`src/rtl/pueo_trig_pkg.sv`:
```
// Shared constants, width helpers and the holdoff state type for the beam trigger array.
package pueo_trig_pkg;

    localparam int DEF_NBEAMS  = 2;
    localparam int DEF_NSAMP   = 2;
    localparam int DEF_DW      = 17;
    localparam int DEF_HOLDOFF = 0;
    localparam int DEF_SCW     = 16;

    // Sum/threshold width: wide enough that NSAMP full-scale samples never overflow.
    function automatic int calc_tw(input int dw, input int nsamp);
        return dw + $clog2(nsamp);
    endfunction

    // Beam address width, kept at least one bit so a single-beam build still has ports.
    function automatic int calc_aw(input int nbeams);
        return (nbeams > 1) ? $clog2(nbeams) : 1;
    endfunction

    typedef enum logic {
        HS_IDLE = 1'b0,
        HS_HOLD = 1'b1
    } hold_state_t;

endpackage

```
`src/rtl/pueo_beam_trig_chan.sv`:
```
// One beam: sample capture, sum, strict threshold compare against an active threshold
// fed from a shadow register, mask, optional holdoff dead-time and a saturating scaler.
module pueo_beam_trig_chan
    import pueo_trig_pkg::*;
#(
    parameter int NSAMP   = DEF_NSAMP,
    parameter int DW      = DEF_DW,
    parameter int HOLDOFF = DEF_HOLDOFF,
    parameter int SCW     = DEF_SCW,
    parameter int TW      = calc_tw(DW, NSAMP)
) (
    input  logic                clk_i,
    input  logic                rst_i,
    input  logic [NSAMP*DW-1:0] samp_i,
    input  logic [TW-1:0]       thresh_i,
    input  logic                thresh_wr_i,
    input  logic                update_i,
    input  logic                mask_i,
    input  logic                scaler_clr_i,
    output logic                trigger_o,
    output logic [SCW-1:0]      scaler_o
);

    localparam int HCW = (HOLDOFF > 0) ? $clog2(HOLDOFF + 1) : 1;

    logic [DW-1:0]  samp_q [NSAMP];
    logic [DW-1:0]  samp_d [NSAMP];
    logic [TW-1:0]  sum_q, sum_d;
    logic [TW-1:0]  shadow_q, shadow_d;
    logic [TW-1:0]  active_q, active_d;
    logic           mask_q, mask_d;
    logic           hit;
    hold_state_t    state_q, state_d;
    logic [HCW-1:0] cnt_q, cnt_d;
    logic           trig_q, trig_d;
    logic [SCW-1:0] scaler_q, scaler_d;

    // Stage 1: unpack this beam's samples for capture.
    always_comb begin
        for (int s = 0; s < NSAMP; s++) begin
            samp_d[s] = samp_i[s*DW +: DW];
        end
    end

    // Stage 2: unsigned sum at full width so it can never wrap.
    always_comb begin
        sum_d = '0;
        for (int s = 0; s < NSAMP; s++) begin
            sum_d = sum_d + TW'(samp_q[s]);
        end
    end

    // Threshold and mask registers; update copies the shadow value seen before any same-cycle write.
    always_comb begin
        shadow_d = shadow_q;
        active_d = active_q;
        mask_d   = mask_i;
        if (update_i) begin
            active_d = shadow_q;
        end
        if (thresh_wr_i) begin
            shadow_d = thresh_i;
        end
    end

    // Strict compare: an all-ones threshold can never be exceeded.
    assign hit = (sum_q > active_q) && !mask_q;

    // Stage 3: level trigger, or one-cycle pulse followed by HOLDOFF dead clocks.
    always_comb begin
        state_d = state_q;
        cnt_d   = cnt_q;
        trig_d  = 1'b0;
        if (HOLDOFF == 0) begin
            trig_d = hit;
        end else begin
            case (state_q)
                HS_IDLE: begin
                    if (hit) begin
                        trig_d  = 1'b1;
                        cnt_d   = HCW'(HOLDOFF);
                        state_d = HS_HOLD;
                    end
                end
                HS_HOLD: begin
                    cnt_d = cnt_q - 1'b1;
                    if (cnt_q == HCW'(1)) begin
                        state_d = HS_IDLE;
                    end
                end
                default: state_d = HS_IDLE;
            endcase
        end
    end

    // Scaler counts cycles with trigger high, saturating; clear has priority.
    always_comb begin
        scaler_d = scaler_q;
        if (scaler_clr_i) begin
            scaler_d = '0;
        end else if (trig_q && (scaler_q != '1)) begin
            scaler_d = scaler_q + 1'b1;
        end
    end

    // All channel state; reset discards anything in flight and parks thresholds/mask safe.
    always_ff @(posedge clk_i or posedge rst_i) begin
        if (rst_i) begin
            samp_q   <= '{default: '0};
            sum_q    <= '0;
            shadow_q <= '1;
            active_q <= '1;
            mask_q   <= 1'b1;
            state_q  <= HS_IDLE;
            cnt_q    <= '0;
            trig_q   <= 1'b0;
            scaler_q <= '0;
        end else begin
            samp_q   <= samp_d;
            sum_q    <= sum_d;
            shadow_q <= shadow_d;
            active_q <= active_d;
            mask_q   <= mask_d;
            state_q  <= state_d;
            cnt_q    <= cnt_d;
            trig_q   <= trig_d;
            scaler_q <= scaler_d;
        end
    end

    assign trigger_o = trig_q;
    assign scaler_o  = scaler_q;

endmodule

```
`src/rtl/pueo_beam_trigger_array.sv`:
```
// Array of independent beam trigger channels with addressed threshold writes,
// a global threshold update strobe and a registered scaler readout mux.
module pueo_beam_trigger_array
    import pueo_trig_pkg::*;
#(
    parameter int NBEAMS  = DEF_NBEAMS,
    parameter int NSAMP   = DEF_NSAMP,
    parameter int DW      = DEF_DW,
    parameter int HOLDOFF = DEF_HOLDOFF,
    parameter int SCW     = DEF_SCW,
    localparam int TW     = calc_tw(DW, NSAMP),
    localparam int AW     = calc_aw(NBEAMS)
) (
    input  logic                       clk_i,
    input  logic                       rst_i,
    input  logic [NBEAMS*NSAMP*DW-1:0] beam_i,
    input  logic [TW-1:0]              thresh_i,
    input  logic [AW-1:0]              thresh_addr_i,
    input  logic                       thresh_wr_i,
    input  logic                       update_i,
    input  logic [NBEAMS-1:0]          mask_i,
    input  logic [AW-1:0]              scaler_addr_i,
    input  logic                       scaler_clr_i,
    output logic [NBEAMS-1:0]          trigger_o,
    output logic [SCW-1:0]             scaler_o
);

    logic [SCW-1:0] scaler_w [NBEAMS];
    logic [SCW-1:0] scaler_rd_q, scaler_rd_d;

    // One channel per beam; an out-of-range write address matches no channel.
    for (genvar gi = 0; gi < NBEAMS; gi++) begin : g_beam
        pueo_beam_trig_chan #(
            .NSAMP   (NSAMP),
            .DW      (DW),
            .HOLDOFF (HOLDOFF),
            .SCW     (SCW),
            .TW      (TW)
        ) u_chan (
            .clk_i        (clk_i),
            .rst_i        (rst_i),
            .samp_i       (beam_i[gi*NSAMP*DW +: NSAMP*DW]),
            .thresh_i     (thresh_i),
            .thresh_wr_i  (thresh_wr_i && (int'(thresh_addr_i) == gi)),
            .update_i     (update_i),
            .mask_i       (mask_i[gi]),
            .scaler_clr_i (scaler_clr_i),
            .trigger_o    (trigger_o[gi]),
            .scaler_o     (scaler_w[gi])
        );
    end

    // Readout mux; addresses with no beam read as zero.
    always_comb begin
        scaler_rd_d = '0;
        for (int b = 0; b < NBEAMS; b++) begin
            if (int'(scaler_addr_i) == b) begin
                scaler_rd_d = scaler_w[b];
            end
        end
    end

    // Registered scaler output.
    always_ff @(posedge clk_i or posedge rst_i) begin
        if (rst_i) begin
            scaler_rd_q <= '0;
        end else begin
            scaler_rd_q <= scaler_rd_d;
        end
    end

    assign scaler_o = scaler_rd_q;

endmodule

```
`config.mk`:
```
export PLATFORM = sky130hd
export DESIGN_NAME = pueo_beam_trigger_array
export DESIGN_NICKNAME = d
export VERILOG_FILES = /design/src/rtl/pueo_trig_pkg.sv /design/src/rtl/pueo_beam_trig_chan.sv /design/src/rtl/pueo_beam_trigger_array.sv
export SDC_FILE = /design/constraint.sdc
export NUM_CORES = 1
export LEC_CHECK = 0
export CORE_UTILIZATION = 50
export DETAILED_ROUTE_END_ITERATION = 7
export DONT_BUFFER_PORTS = 1
export PLACE_DENSITY = 0.73
export SYNTH_ARGS = -nofsm -noshare
export SYNTH_HDL_FRONTEND = slang
export SYNTH_SLANG_ARGS = --single-unit
```
`constraint.sdc`:
```
create_clock -name clk_i -period 7.07 [get_ports clk_i]
set_clock_uncertainty 0.05 [all_clocks]
set_input_delay 1.414 -clock clk_i [delete_from_list [all_inputs] [get_ports clk_i]]
set_output_delay 1.414 -clock clk_i [all_outputs]
set_load 0.02 [all_outputs]
```
==> metrics, run 1 <==
Synth Warn # 0; critical setup path kind flop to output pin; hold buffers post-CTS 0; Critical Path RT about 5.6 ns; achievable clock frequency slightly below 0.4 GHz; post-synthesis net count around 1000; Max FO, Critical Path 7; Critical Path AT around 1.1 ns; DIE AREA between 0.02 and 0.025 mm^2; Startpoint Class flop; routability cong. roughly 0.83; CTS Sinks 228; WL per Instance around 15 um; Total Wirelength 17100 um; syn avg cell area 12.0 um^2; Slew headroom 38.2%; Vias 5866; commonest non-fill, non-tap cells in the layout 154 x dfrtp_1, 74 x dfstp_2, 72 x ha_1; Cell Count, Final, Fillers Out between 1k and 1.5k; cts bufs inserted 25; Clock Latency Late Sink slightly above 0.5 ns; max-cap viol count 0; CTS root buf clkbuf_16; # setup viols final 0; top cells by area, synth dfrtp_1 39%, dfstp_2 20%, ha_1 9.1%; CTS H-tree lvls 1; post-CTS setup buffers 0; Leak around 4.9 nW; Core Region approximately 0.019 mm^2; Post-synth EDFFs 0; Area Overhead vs Synth 10.3%; I/O pins 113; Synth Register Bits roughly 230; synthesized area 0.00994 mm^2; Clock transition at path regs 0.06 ns; First-pass DRT Iterations 5; post-synth top area share approximately two fifths; # rows 51; Seq/Total Area, Yosys between 50% and 60%; post_cts resized 0; share of cells above drive strength 1 roughly a fifth; GRT Util Overall between 10% and 20%; initial DRC count 386; status completed; dominant cell type by area after synthesis dfrtp_1; Post-synth top flop dfrtp_1; Die Span Y roughly 140 um; Slew @ Worst Pin just over 0.9 ns; Vias/cell between 5 and 6; power density cells between 200 and 300 mW/mm^2; Longest Clk Path Bufs 3; GRT overflow 0; initial antenna violation count 0; HPWL after detailed placement ~12000 um; Post-Route Setup TNS 0 ns; min-delay worst type flop to flop; antenna-violating nets left 0; largest net degree at the start of global routing about 180; IO buf count 0; CTS tree built; CP endpoint kind output pin; Initial Util ~50%; drt drc 0; die width between 100 and 150 um; antenna diode count 0; Max IR drop VDD between 200 and 250 uV; placed cell count 1078; library cells used by synthesis 45; ys async rst share 100%; Final Cycle Share 36.1%; crit path time final 2.55 ns; fin nets 1009; Cells after Synth 830; first-pass GRT wire length 28400 um; most common cell after layout, fill and taps aside dfrtp_1; Fin. Hold Viols 0; number of global-route vias before repair about 5.8k; fillers 1615; Final Max Slew Viols 0; RSZ-0062 raised after global routing false
-- kinds of logic after synthesis --
group           Yosys count  share of synthesized area [%]
buf+inv                  69                           2.68
compound gates          151                           9.28
fa+ha+maj                74                           9.46
mux                      55                           6.22
simple gates            199                           9.29
xor+xnor                 54                           4.76
flops                   228                           58.3
-- routing by layer --
| layer | routed length, um | global-route usage (%) | vias up | share of wire [%] |
|---|---|---|---|---|
| met2 | 7840 | 27.4 | 125 | 46 |
| met4 | 311 | 4.58 | 0 | 1.8 |
| li1 | - | - | 2902 | - |
| met1 | 7730 | 24.1 | 2813 | 45 |
| met3 | 1260 | 5.16 | 26 | 7.4 |
| met5 | 0 | 0 | - | 0 |
-- registers in the layout (all words and copies together) (netlist names) --
register / cells
g_beam.u_chan.samp_q: 68
g_beam.u_chan.scaler_o: 32
g_beam.u_chan.mask_q: 2
g_beam.u_chan.shadow_q: 36
g_beam.u_chan.active_q: 36
scaler_o: 16
g_beam.u_chan.sum_q: 36
g_beam.u_chan.trigger_o: 2
-- through the flow --
step | instance area (um^2) | util, % | total power, mW | setup WS [ns] | hold slack [ns]
final | 11000 | 56.3 | 3.11 | 4.52 | 0.426
after global placement | 10200 | 52.6 | 1.95 | 4.16 | 0.412
after global routing | 11000 | 56.3 | 3.28 | 4.33 | 0.450
after detailed placement | 10200 | 52.6 | 1.97 | 4.13 | 0.410
after floorplan | 9950 | - | 1.89 | 2.69 | 0.393
after CTS | 11000 | 56.3 | 3.15 | 4.50 | 0.429
-- power by group --
group	total (mW)	switching, mW	internal, mW
clock network	1.16	0.472	0.687
registers	1.55	0.0628	1.48
logic	0.403	0.221	0.182
-- cell type report --
class | instances | area (um^2) | area share [%]
clock buffer | 42 | 719 | 6.56
clock inverter | 3 | 15.0 | 0.137
inverter | 49 | 188 | 1.71
multi-input combinational | 533 | 3880 | 35.4
sequential | 228 | 5800 | 52.9
tap | 265 | 332 | 3.02
timing repair buffer | 3 | 35.0 | 0.320
-- synth_stat cells (all sizes together) (5+ instances only) --
cell type / n
dfrtp: 154
dfstp: 74
ha: 72
nand2: 71
o21ai: 57
mux2: 54
inv: 49
nor2: 48
a21oi: 38
xor2: 29
xnor2: 25
nand3: 23
clkbuf: 18
nand4: 15
a21o: 11
and3: 10
nor3: 10
a211oi: 9
and4: 6
nor2b: 6
o21a: 6
a31oi: 5
o211ai: 5
-- path summary, 6_finish.rpt --
| kind | from | slack [ns] | to | depth (start not counted) |
|---|---|---|---|---|
| worst max-delay path | g_beam[0].u_chan.trigger_o | 4.52 | trigger_o[0] | 0 |
| worst min-delay path | g_beam[1].u_chan.shadow_q[11] | 0.43 | g_beam[1].u_chan.active_q[11] | 2 |
| worst max register to register | g_beam[0].u_chan.samp_q[1] | 4.53 | g_beam[0].u_chan.sum_q[17] | 7 |
| worst min register to register | g_beam[1].u_chan.shadow_q[11] | 0.43 | g_beam[1].u_chan.active_q[11] | 2 |
| max in group asynchronous | rst_i | 4.70 | g_beam[0].u_chan.sum_q[17] | 3 |
| min in group asynchronous | rst_i | 0.92 | g_beam[1].u_chan.samp_q[0] | 2 |
No activity file was read; power rests on OpenSTA's default activity.
==> run 2, diff against run 1 <==
==> constraint.sdc (replaced) <==
create_clock -name clk_i -period 2.2 [get_ports clk_i]
set_clock_uncertainty 0.05 [all_clocks]
set_input_delay 0.44 -clock clk_i [delete_from_list [all_inputs] [get_ports clk_i]]
set_output_delay 0.44 -clock clk_i [all_outputs]
set_load 0.02 [all_outputs]
==> run 2 against run 1 <==
  * The flow now finishes with violations (negative setup slack)
  * Critical path depth increased by 7
  * Flip-flop and latch count stayed put
  * Non-clock buffer count up 106
  * Combinational power rose to 4.0 times the previous value
  * Hold slack lost 0.41 ns
  * Count of clock-buffer cells in the layout fell by 5
  * Cell area increased by 11%
  * Final cell count rose by 9.3%
  * Via count rose by 11%
  * Die area did not move
  * Critical path type is now flop to flop
==> metrics, run 2 (synthesized netlist as in run 1, its figures left out) <==
status complete, but fails checks; failing checks negative setup slack; share of cells above drive strength 1 22.8% (+3.6 points); initial antenna violation count 0 (unchanged); Startpoint Class flop; drt drc 0 (unchanged); reg2reg path depth 7 (unchanged); CTS tree built; Clock transition at path regs 0.06 ns (about the same); initial DRC count 293 (-24%); Vias/cell 5.31 (+1.6%); Finished Core Util 62.5% (+6.2 points); I/O pins 113 (unchanged); achievable clock frequency roughly 0.42 GHz; Total Wirelength 19700 um (+15%); CTS root buf clkbuf_16; IO buf count 0 (unchanged); Hold Crit Endpoint g_beam[0].u_chan.active_q[8]; Initial Util 51.1% (unchanged); routability cong. 0.838 (+1.1%); GRT Util Overall 20.2% (+2.5 points); overall power 10.6 mW (+240%); fin nets 1114 (+10%); GRT overflow 0 (unchanged); Critical Path RT 2.55 ns (-3.06 ns); reg2reg setup slack -0.16 ns (-4.69 ns); largest register by flop count g_beam.u_chan.samp_q; First-pass DRT Iterations 4 (-1); Core Region 0.0195 mm^2 (unchanged); Clock Latency Late Sink 0.52 ns (about the same); antenna diode count 0 (unchanged); Worst R2R Start g_beam[0].u_chan.samp_q[18]; max-cap viol count 0 (unchanged); Critical Path AT 2.71 ns (+1.62 ns); Final Cycle Share 107%; CP endpoint kind flop; cts bufs inserted 24 (-4.0%); DIE AREA 0.0205 mm^2 (unchanged); largest net degree at the start of global routing 59 (-67%); placed cell count 1103 (+2.3%); first-pass GRT wire length 32400 um (+14%); number of flip-flops in the largest register 68 (unchanged); Max FO, Critical Path 2 (-5); Leak 5.43 nW (+11%); Slew headroom 65.0% (+27 points); commonest non-fill, non-tap cells in the layout 154 x dfrtp_1, 75 x dlygate4sd3_1, 74 x dfstp_2; # setup viols final 3 (+3); Max IR drop VDD 725 uV (+200%); min-delay worst type input pin to flop; CTS H-tree lvls 1 (unchanged); die width 143 um (unchanged); Cell Count, Final, Fillers Out 1228 (+9.3%); Final Max Slew Viols 0 (unchanged); antenna-violating nets left 0 (unchanged); WL per Instance 16.1 um (+5.2%); most common cell after layout, fill and taps aside dfrtp_1; Slew @ Worst Pin 0.524 ns (-0.403 ns); Die Span Y 143 um (unchanged); critical setup path kind flop to flop; Worst Slack Setup Final -0.161 ns (-4.68 ns); HPWL after detailed placement 12800 um (+6.6%); reg2reg end g_beam[0].u_chan.sum_q[17]; CTS Sinks 228 (unchanged); crit path time final 2.36 ns; Longest Clk Path Bufs 3 (unchanged); # rows 51 (unchanged); Area Overhead vs Synth 22.4%; RSZ-0062 raised after global routing true; power density cells 871 mW/mm^2 (+210%); Fin. Hold Viols 0 (unchanged); Post-Route Setup TNS -0.335 ns (-0.335 ns); Vias 6516 (+11%); Worst Min Path Start update_i; number of global-route vias before repair 6683 (+14%); Hold Crit Depth 2 (unchanged)
-- run 2: cell count changes in the layout (fill, tap and decap cells not counted), sizes merged --
cell         delta
inv             +1
clkinv          +2
dlygate4sd3    +75
clkbuf          -5
buf            +31
bufinv          +1
-- run 2: area by class of cell --
cell class              instances  area, um^2
clock buffers                  37         731
clock inverters                 7        63.8
fillers                      1471        7300
inverters                      49         188
multi-input cells             533        3970
flip-flops and latches        228        5800
well taps                     265         332
repair buffers                109        1080
-- run 2: through the flow --
step | setup slack, ns | hold slack [ns] | cell area, um^2
detailed placement | -0.234 | 0.332 | 10500
floorplan | -1.21 | 0.393 | 9950
global placement | -0.180 | 0.328 | 10500
global route | -0.223 | 0.00338 | 12200
CTS | -0.242 | 0.000701 | 12100
finish | -0.161 | 0.0173 | 12200
-- run 2: worst max-delay path by stage --
stage | slack (ns) | from | cells after the start | endpoint
global route | -0.22 | g_beam[0].u_chan.samp_q[18] | 7 | g_beam[0].u_chan.sum_q[17]
global placement | -0.18 | g_beam[0].u_chan.samp_q[1] | 7 | g_beam[0].u_chan.sum_q[17]
floorplan | -1.21 | rst_i | 1 | g_beam[0].u_chan.samp_q[0]
detailed placement | -0.23 | g_beam[0].u_chan.samp_q[1] | 7 | g_beam[0].u_chan.sum_q[17]
CTS | -0.24 | g_beam[0].u_chan.samp_q[18] | 7 | g_beam[0].u_chan.sum_q[17]
finish | -0.16 | g_beam[0].u_chan.samp_q[18] | 7 | g_beam[0].u_chan.sum_q[17]
-- run 2: timing repair --
action | 4_1_cts | 5_1_grt
gates resized for setup | 8 | 20
endpoints found under the setup margin | 7 | 12
gates cloned | 0 | 0
setup buffers | 1 | 3
hold buffers | 77 | 0
hold endpoints to repair | 138 | 0
pin swaps | 6 | 12
-- run 2: worst max-delay path, cell delays in order (launching register included) --
cell      delay, ns
dfrtp_1        0.41
ha_4           0.26
a211oi_2       0.18
o21bai_1       0.12
o41a_1         0.37
a221o_1        0.36
a221o_1        0.33
a21o_1         0.17
-- run 2: where the power goes --
part	internal [mW]	switching (mW)	total [mW]
logic	0.788	0.828	1.62
registers	4.77	0.215	4.98
clock network	2.40	1.60	4.00
total	7.96	2.64	10.6
-- run 2: routing by layer --
| metal | track usage (%) | vias to the layer above | share of wire [%] | wire length (um) |
|---|---|---|---|---|
| li1 | - | 3111 | - | - |
| met1 | 26.0 | 3200 | 43 | 8450 |
| met2 | 33.6 | 157 | 48 | 9510 |
| met3 | 4.46 | 48 | 5.7 | 1130 |
| met4 | 6.96 | 0 | 3.2 | 623 |
| met5 | 0 | - | 0 | 0 |
